`src/rtl/lsu_req_ctrl_if.sv`:
```
// Bundle between the execute stage, lsu_req_ctrl and the single-port DataMem:
// request handshake, response handshake and the DataMem control/data lines.
interface lsu_req_ctrl_if #(
  parameter int MEM_DEPTH = 4
);
  localparam int AW = $clog2(MEM_DEPTH) + 2;

  logic          req_valid;
  logic          req_ready;
  logic          req_we;
  logic [2:0]    req_funct3;
  logic [31:0]   req_addr;
  logic [31:0]   req_wdata;

  logic          resp_valid;
  logic          resp_ready;
  logic          resp_is_load;
  logic          resp_err;
  logic [31:0]   resp_rdata;

  logic [AW-1:0] mem_rd_addr;
  logic [AW-1:0] mem_wr_addr;
  logic [31:0]   mem_wr_din;
  logic          mem_we;
  logic [2:0]    mem_strb;
  logic [31:0]   mem_rd_dout;

  modport slave (
    input  req_valid, req_we, req_funct3, req_addr, req_wdata,
    output req_ready,
    output resp_valid, resp_is_load, resp_err, resp_rdata,
    input  resp_ready,
    output mem_rd_addr, mem_wr_addr, mem_wr_din, mem_we, mem_strb,
    input  mem_rd_dout
  );

  modport master (
    output req_valid, req_we, req_funct3, req_addr, req_wdata,
    input  req_ready,
    input  resp_valid, resp_is_load, resp_err, resp_rdata,
    output resp_ready,
    input  mem_rd_addr, mem_wr_addr, mem_wr_din, mem_we, mem_strb,
    output mem_rd_dout
  );
endinterface

```
`src/rtl/lsu_req_ctrl.sv`:
```
// LSU front-end: in-order request FIFO, legality check on the head entry,
// serialised DataMem access and a single-entry in-order response register.
module lsu_req_ctrl #(
  parameter int MEM_DEPTH = 4,
  parameter int Q_DEPTH   = 2
)(
  input  logic          clk,
  input  logic          rst,
  lsu_req_ctrl_if.slave bus
);
  localparam int AW = $clog2(MEM_DEPTH) + 2;
  localparam int PW = (Q_DEPTH > 1) ? $clog2(Q_DEPTH) : 1;

  typedef struct packed {
    logic        we;
    logic [2:0]  f3;
    logic [31:0] addr;
    logic [31:0] wdata;
  } req_t;

  typedef enum logic {IDLE = 1'b0, LOAD_WAIT = 1'b1} state_t;

  // ---------------- request FIFO ----------------
  req_t          fifo_q [Q_DEPTH];
  logic [PW-1:0] wr_ptr_q, wr_ptr_d, rd_ptr_q, rd_ptr_d;
  logic [PW:0]   cnt_q, cnt_d;
  logic          full, empty, push, pop;
  req_t          head;

  assign full          = (cnt_q == (PW+1)'(Q_DEPTH));
  assign empty         = (cnt_q == '0);
  // Gated on full only: a same-cycle pop never opens a slot for the push.
  assign push          = bus.req_valid & ~full;
  assign head          = fifo_q[rd_ptr_q];
  assign bus.req_ready = ~full;

  always_ff @(posedge clk) begin
    if (push) fifo_q[wr_ptr_q] <= {bus.req_we, bus.req_funct3, bus.req_addr, bus.req_wdata};
  end

  always_comb begin
    wr_ptr_d = wr_ptr_q;
    rd_ptr_d = rd_ptr_q;
    cnt_d    = cnt_q;
    if (push) wr_ptr_d = wr_ptr_q + PW'(1);
    if (pop)  rd_ptr_d = rd_ptr_q + PW'(1);
    case ({push, pop})
      2'b10:   cnt_d = cnt_q + (PW+1)'(1);
      2'b01:   cnt_d = cnt_q - (PW+1)'(1);
      default: cnt_d = cnt_q;
    endcase
  end

  always_ff @(posedge clk or negedge rst) begin
    if (!rst) begin
      wr_ptr_q <= '0;
      rd_ptr_q <= '0;
      cnt_q    <= '0;
    end else begin
      wr_ptr_q <= wr_ptr_d;
      rd_ptr_q <= rd_ptr_d;
      cnt_q    <= cnt_d;
    end
  end

  // ---------------- legality check on head ----------------
  logic bad_f3, uns_st, mis_h, mis_w, oor, err;

  assign bad_f3 = (head.f3 == 3'b011) | (head.f3 == 3'b110) | (head.f3 == 3'b111);
  assign uns_st = head.we & ((head.f3 == 3'b100) | (head.f3 == 3'b110));
  assign mis_h  = ((head.f3 == 3'b001) | (head.f3 == 3'b101)) & head.addr[0];
  assign mis_w  = (head.f3 == 3'b010) & (head.addr[1:0] != 2'b00);
  assign oor    = |head.addr[31:AW];
  assign err    = bad_f3 | uns_st | mis_h | mis_w | oor;

  // ---------------- control FSM ----------------
  state_t        state_q, state_d;
  logic          resp_valid_q, resp_err_q, resp_ld_q;
  logic [31:0]   resp_rdata_q;
  logic          rsp_load, rsp_err_d, rsp_ld_d;
  logic [31:0]   rsp_rdata_d;
  logic          slot_free;
  logic [AW-1:0] rd_addr, wr_addr;
  logic [31:0]   wr_din;
  logic          we;
  logic [2:0]    strb;

  assign slot_free = ~resp_valid_q | bus.resp_ready;

  always_comb begin
    state_d     = state_q;
    pop         = 1'b0;
    rsp_load    = 1'b0;
    rsp_err_d   = 1'b0;
    rsp_ld_d    = 1'b0;
    rsp_rdata_d = '0;
    rd_addr     = '0;
    wr_addr     = '0;
    wr_din      = '0;
    we          = 1'b0;
    strb        = '0;
    case (state_q)
      IDLE: begin
        if (!empty && slot_free) begin
          if (err) begin
            pop       = 1'b1;
            rsp_load  = 1'b1;
            rsp_err_d = 1'b1;
            rsp_ld_d  = ~head.we;
          end else if (head.we) begin
            wr_addr  = head.addr[AW-1:0];
            wr_din   = head.wdata;
            strb     = head.f3;
            we       = 1'b1;
            pop      = 1'b1;
            rsp_load = 1'b1;
          end else begin
            rd_addr = head.addr[AW-1:0];
            strb    = head.f3;
            state_d = LOAD_WAIT;
          end
        end
      end
      LOAD_WAIT: begin
        // Slot is guaranteed free here: nothing loads it while the read is in flight.
        rd_addr     = head.addr[AW-1:0];
        strb        = head.f3;
        pop         = 1'b1;
        rsp_load    = 1'b1;
        rsp_ld_d    = 1'b1;
        rsp_rdata_d = bus.mem_rd_dout;
        state_d     = IDLE;
      end
      default: state_d = IDLE;
    endcase
  end

  always_ff @(posedge clk or negedge rst) begin
    if (!rst) state_q <= IDLE;
    else      state_q <= state_d;
  end

  // ---------------- response register ----------------
  always_ff @(posedge clk or negedge rst) begin
    if (!rst) begin
      resp_valid_q <= 1'b0;
      resp_err_q   <= 1'b0;
      resp_ld_q    <= 1'b0;
      resp_rdata_q <= '0;
    end else if (rsp_load) begin
      resp_valid_q <= 1'b1;
      resp_err_q   <= rsp_err_d;
      resp_ld_q    <= rsp_ld_d;
      resp_rdata_q <= rsp_rdata_d;
    end else if (resp_valid_q && bus.resp_ready) begin
      resp_valid_q <= 1'b0;
      resp_err_q   <= 1'b0;
      resp_ld_q    <= 1'b0;
      resp_rdata_q <= '0;
    end
  end

  assign bus.resp_valid   = resp_valid_q;
  assign bus.resp_err     = resp_err_q;
  assign bus.resp_is_load = resp_ld_q;
  assign bus.resp_rdata   = resp_rdata_q;

  assign bus.mem_rd_addr  = rd_addr;
  assign bus.mem_wr_addr  = wr_addr;
  assign bus.mem_wr_din   = wr_din;
  assign bus.mem_we       = we;
  assign bus.mem_strb     = strb;
endmodule
```
`src/flat_wrapper.sv`:
```
// flat-port wrapper written by rule: the top's interface ports become plain ports
module lsu_req_ctrl_flat 
#(
  parameter int MEM_DEPTH = 4,
  parameter int Q_DEPTH   = 2
)
  (clk, rst, bus_req_valid, bus_req_we, bus_req_funct3, bus_req_addr, bus_req_wdata, bus_req_ready, bus_resp_valid, bus_resp_is_load, bus_resp_err, bus_resp_rdata, bus_resp_ready, bus_mem_rd_addr, bus_mem_wr_addr, bus_mem_wr_din, bus_mem_we, bus_mem_strb, bus_mem_rd_dout);
  lsu_req_ctrl_if #(.MEM_DEPTH(MEM_DEPTH)) bus_i ();
  input  logic clk;
  input  logic rst;
  input wire logic [$bits(bus_i.req_valid)-1:0] bus_req_valid;
  input wire logic [$bits(bus_i.req_we)-1:0] bus_req_we;
  input wire logic [$bits(bus_i.req_funct3)-1:0] bus_req_funct3;
  input wire logic [$bits(bus_i.req_addr)-1:0] bus_req_addr;
  input wire logic [$bits(bus_i.req_wdata)-1:0] bus_req_wdata;
  output wire logic [$bits(bus_i.req_ready)-1:0] bus_req_ready;
  output wire logic [$bits(bus_i.resp_valid)-1:0] bus_resp_valid;
  output wire logic [$bits(bus_i.resp_is_load)-1:0] bus_resp_is_load;
  output wire logic [$bits(bus_i.resp_err)-1:0] bus_resp_err;
  output wire logic [$bits(bus_i.resp_rdata)-1:0] bus_resp_rdata;
  input wire logic [$bits(bus_i.resp_ready)-1:0] bus_resp_ready;
  output wire logic [$bits(bus_i.mem_rd_addr)-1:0] bus_mem_rd_addr;
  output wire logic [$bits(bus_i.mem_wr_addr)-1:0] bus_mem_wr_addr;
  output wire logic [$bits(bus_i.mem_wr_din)-1:0] bus_mem_wr_din;
  output wire logic [$bits(bus_i.mem_we)-1:0] bus_mem_we;
  output wire logic [$bits(bus_i.mem_strb)-1:0] bus_mem_strb;
  input wire logic [$bits(bus_i.mem_rd_dout)-1:0] bus_mem_rd_dout;
  assign bus_i.req_valid = bus_req_valid;
  assign bus_i.req_we = bus_req_we;
  assign bus_i.req_funct3 = bus_req_funct3;
  assign bus_i.req_addr = bus_req_addr;
  assign bus_i.req_wdata = bus_req_wdata;
  assign bus_req_ready = bus_i.req_ready;
  assign bus_resp_valid = bus_i.resp_valid;
  assign bus_resp_is_load = bus_i.resp_is_load;
  assign bus_resp_err = bus_i.resp_err;
  assign bus_resp_rdata = bus_i.resp_rdata;
  assign bus_i.resp_ready = bus_resp_ready;
  assign bus_mem_rd_addr = bus_i.mem_rd_addr;
  assign bus_mem_wr_addr = bus_i.mem_wr_addr;
  assign bus_mem_wr_din = bus_i.mem_wr_din;
  assign bus_mem_we = bus_i.mem_we;
  assign bus_mem_strb = bus_i.mem_strb;
  assign bus_i.mem_rd_dout = bus_mem_rd_dout;
  lsu_req_ctrl #(.MEM_DEPTH(MEM_DEPTH), .Q_DEPTH(Q_DEPTH)) u_core (.clk(clk), .rst(rst), .bus(bus_i));
endmodule
```
`config.mk`:
```
export PLATFORM = sky130hd
export DESIGN_NAME = lsu_req_ctrl_flat
export DESIGN_NICKNAME = d
export VERILOG_FILES = /design/src/rtl/lsu_req_ctrl_if.sv /design/src/rtl/lsu_req_ctrl.sv /design/src/flat_wrapper.sv
export SDC_FILE = /design/constraint.sdc
export NUM_CORES = 1
export LEC_CHECK = 0
export CORE_MARGIN = 2
export CORE_UTILIZATION = 45
export DETAILED_ROUTE_END_ITERATION = 10
export HOLD_SLACK_MARGIN = 0.03
export PLACE_DENSITY = 0.74
export SLEW_MARGIN = 5
export SYNTH_ARGS = -nofsm -noshare
export SYNTH_HDL_FRONTEND = slang
export SYNTH_SLANG_ARGS = --single-unit
```
`constraint.sdc`:
```
create_clock -name clk -period 7.11 [get_ports clk]
set_clock_uncertainty 0.1 [all_clocks]
set_input_delay 1.0665 -clock clk [delete_from_list [all_inputs] [get_ports clk]]
set_output_delay 1.0665 -clock clk [all_outputs]
set_load 0.02 [all_outputs]
```
==> results by group <==
Status
  • Status: complete, no violations

Drt
  • Vias per cell: around 5.4
  • Starting DRT DRC Count: about 250
  • Routed Wire Length: 15700 um
  • Antenna violation net count after detailed routing: 0
  • Remaining DRCs: 0
  • DR vias: 4742
  • Routed WL per cell: about 18 um
  • Drt first pass iters: 4

Setup path
  • R2R depth: 7
  • Worst Path Max Fanout: 50
  • Crit path launch: u_core.rd_ptr_q$_DFFE_PN0P_
  • Reg2reg start: u_core.rd_ptr_q$_DFFE_PN0P_
  • Worst Setup Start Kind: flop
  • Setup slack, reg-to-reg: roughly 3.4 ns
  • Critical path capture point type: primary output
  • Critical path endpoint: bus_mem_wr_din[23]
  • Critical path class: reg2out
  • CP max stage delay: 0.67 ns
  • Data arrival time of the critical path: between 4 and 5 ns
  • Critical-path cell list: buf_4, mux2_4, o22ai_1, o21a_1, o211ai_4, buf_4, nor4_1, clkdlybuf4s50_1
  • Crit-path slowest cell: clkdlybuf4s50_1
  • Crit path top cell by count: buf_4
  • Critical path depth: 8
  • CP bufs+invs: 3
  • WP data required: 5.94 ns
  • Reg2reg end: u_core.bus.resp_err$_DFFE_PN0P_
  • Delay-heaviest family, CP: buffers and inverters

GRT
  • First-pass GRT wire length: between 20000 and 25000 um
  • Largest net degree at the start of global routing: 69
  • Vias in the first global route: 4456
  • Antenna violations before repair: 0
  • Global-route usage over all layers: 18.12%
  • Total congestion overflow: 0

Timing
  • Final period util: approximately 74%
  • Max Slew Vio Count: 0
  • Slew headroom: about 23%
  • Final setup vio count: 0
  • Fin. Hold Viols: 0
  • Setup_tns: 0 ns
  • Fmax achieved: approximately 190 MHz
  • RSZ-0062 raised after global routing: no
  • Minimum clock period: 5.262 ns
  • Worst-margin pin slew: between 1 and 1.5 ns

Finish
  • Share of cells above drive strength 1: 11.53%
  • Final Non-Filler Cells: 875
  • Layout Utilization: about 62%
  • Number of antenna diodes: 0
  • Synth-to-Final Area Change: 36.65%
  • Nets: 751

Yosys
  • Leading cell type by number of instances after synthesis: edfxtp_1
  • Mapped Cells: 474
  • Dominant cells by area after synthesis: edfxtp_1, dfrtp_1, mux2i_1
  • Async set-reset flop share out of synthesis: 22.73%
  • Syn_area_per_cell: between 15 and 20 um2
  • Cell area after synthesis: around 7000 um2
  • Commonest cells in the netlist: edfxtp_1, nand2_1, dfrtp_1
  • Top_reg_cell synth: edfxtp_1
  • Yosys cell types: 46
  • Seq cells post-synth: between 150 and 200
  • Seq/Total Area, Yosys: a little over two thirds
  • Post-synth top area cell: edfxtp_1
  • Synth Net Count: slightly below 600
  • Post-synth EDFFs: 136
  • Synth top area share: 56.80%
  • Ys Warns: 0

Clock network
  • Hold_buf cts: 0
  • Max Root-Sink Buffers: 2
  • PostCTS Resize Cnt: 0
  • Worst-skew pair later-pin latency: 0.42 ns
  • TritonCTS Sinks: 176
  • Post-CTS Setup Inserts: 0
  • CTS tree: yes
  • H-tree depth: 4
  • Clk slew on worst S/H paths: 0.06 ns
  • Root Driver: clkbuf_16
  • Number of CTS-inserted buffers: 17

Pwr
  • Leak Pwr: around 3.3 nW
  • Power per cell area: between 300 and 400 nW/um2
  • Peak supply drop: 0.2161 mV

Flow run
  • Max cap viols: 0

Floorplan
  • Initial Util: between 40% and 50%
  • Core area: approximately 16000 um2
  • Die W: approximately 130 um
  • Io pins: 184
  • Die Y-Extent: about 130 um
  • Std cell rows: between 40 and 50
  • Die area: 17000 um2

Placement
  • PortBufs: 183
  • Placed insts: roughly 840
  • Post-DP HPWL: around 11000 um
  • GPL Wtd Cong: between 0.8 and 0.9

Min path
  • Worst hold-check path type: reg2reg
  • WHS Path Cells: 1
area by class of cell:
class                           count  area, um2
Sequential cell                   176       5086
Multi-Input combinational cell    260       1956
Inverter                            1      3.754
Fill cell                        1211       5946
Clock inverter                     15      203.9
Tap cell                          216      270.3
Timing Repair Buffer              190       1879
Clock buffer                       17      425.4
logic make-up (layout without fill, tap and decap cells):
group	after synthesis	in the layout	synth area share, %
simple gates	119	119	10.93
compound gates	95	95	9.241
mux	41	41	5.865
fa+ha+maj	1	1	0.1740
buf+inv	38	223	2.576
xor+xnor	4	4	0.4874
flops	176	176	70.73
report_power, final:
part	total [W]	switching, W	internal (W)
Sequential	0.00142	0.0000687	0.00135
Clock	0.000979	0.000385	0.000594
Combinational	0.000748	0.000497	0.000252
layout by cell type, fill, tap and decap left out, types with 3 or more instances in the layout:
master / n
nand4_1: 3
nand2_1: 43
nor4_1: 22
nor2b_1: 4
and2_1: 3
nor4b_1: 4
mux2_2: 5
o21a_1: 4
edfxtp_1: 136
nor3_1: 4
nor4_2: 22
nand2b_1: 3
clkbuf_16: 17
clkdlybuf4s50_1: 182
a32oi_1: 32
nor2_1: 6
xnor2_1: 3
bufinv_16: 4
buf_4: 7
o21ai_0: 39
dfrtp_1: 39
inv_6: 5
mux2i_1: 34
stage by stage:
stage / power (W) / hold slack (ns) / area [um2] / setup slack [ns]
floorplan: 0.001957 / 0.3604 / 7189 / 2.507
global placement: 0.002165 / 0.4014 / 9195 / 2.393
detailed placement: 0.002194 / 0.4129 / 9195 / 2.323
CTS: 0.003172 / 0.4247 / 9824 / 1.832
global route: 0.003288 / 0.4422 / 9824 / 1.574
finish: 0.003143 / 0.4166 / 9824 / 1.848
state kept, by name, indices dropped and copies added, names as in the netlist:
signal and flops:
u_core.bus.resp_err 1, u_core.bus.resp_is_load 1, u_core.bus.resp_rdata 32, u_core.bus.resp_valid 1, u_core.cnt_q 2, u_core.fifo_q 136, u_core.rd_ptr_q 1, u_core.state_q 1
u_core.wr_ptr_q 1
routing by layer:
| metal | wire length (um) | part of all wire, % | track usage [%] |
|---|---|---|---|
| met1 | 6582 | 42 | 22.85 |
| met2 | 7769 | 49 | 30.92 |
| met3 | 1102 | 7.0 | 4.520 |
| met4 | 249 | 1.6 | 6.133 |
| met5 | 0 | 0 | 0 |
worst reg2reg max path, cell delays in order (launching register included):
cell and delay [ns]:
dfrtp_2 0.37, buf_4 0.61, mux2i_4 0.60, buf_4 0.48
o31a_2 1.00, and2_1 0.28, o2111ai_1 0.12, o211ai_1 0.12
how the worst min path moves through the flow:
stage,from,endpoint,slack [ns]
floorplan,u_core.wr_ptr_q$_DFFE_PN0P_,u_core.wr_ptr_q$_DFFE_PN0P_,0.36
global placement,u_core.bus.resp_is_load$_DFFE_PN0P_,u_core.bus.resp_is_load$_DFFE_PN0P_,0.40
detailed placement,u_core.bus.resp_is_load$_DFFE_PN0P_,u_core.bus.resp_is_load$_DFFE_PN0P_,0.41
CTS,u_core.bus.resp_is_load$_DFFE_PN0P_,u_core.bus.resp_is_load$_DFFE_PN0P_,0.42
global route,u_core.bus.resp_is_load$_DFFE_PN0P_,u_core.bus.resp_is_load$_DFFE_PN0P_,0.44
finish,u_core.bus.resp_is_load$_DFFE_PN0P_,u_core.bus.resp_is_load$_DFFE_PN0P_,0.42
Note: power is estimated with default switching activity, not from simulation.
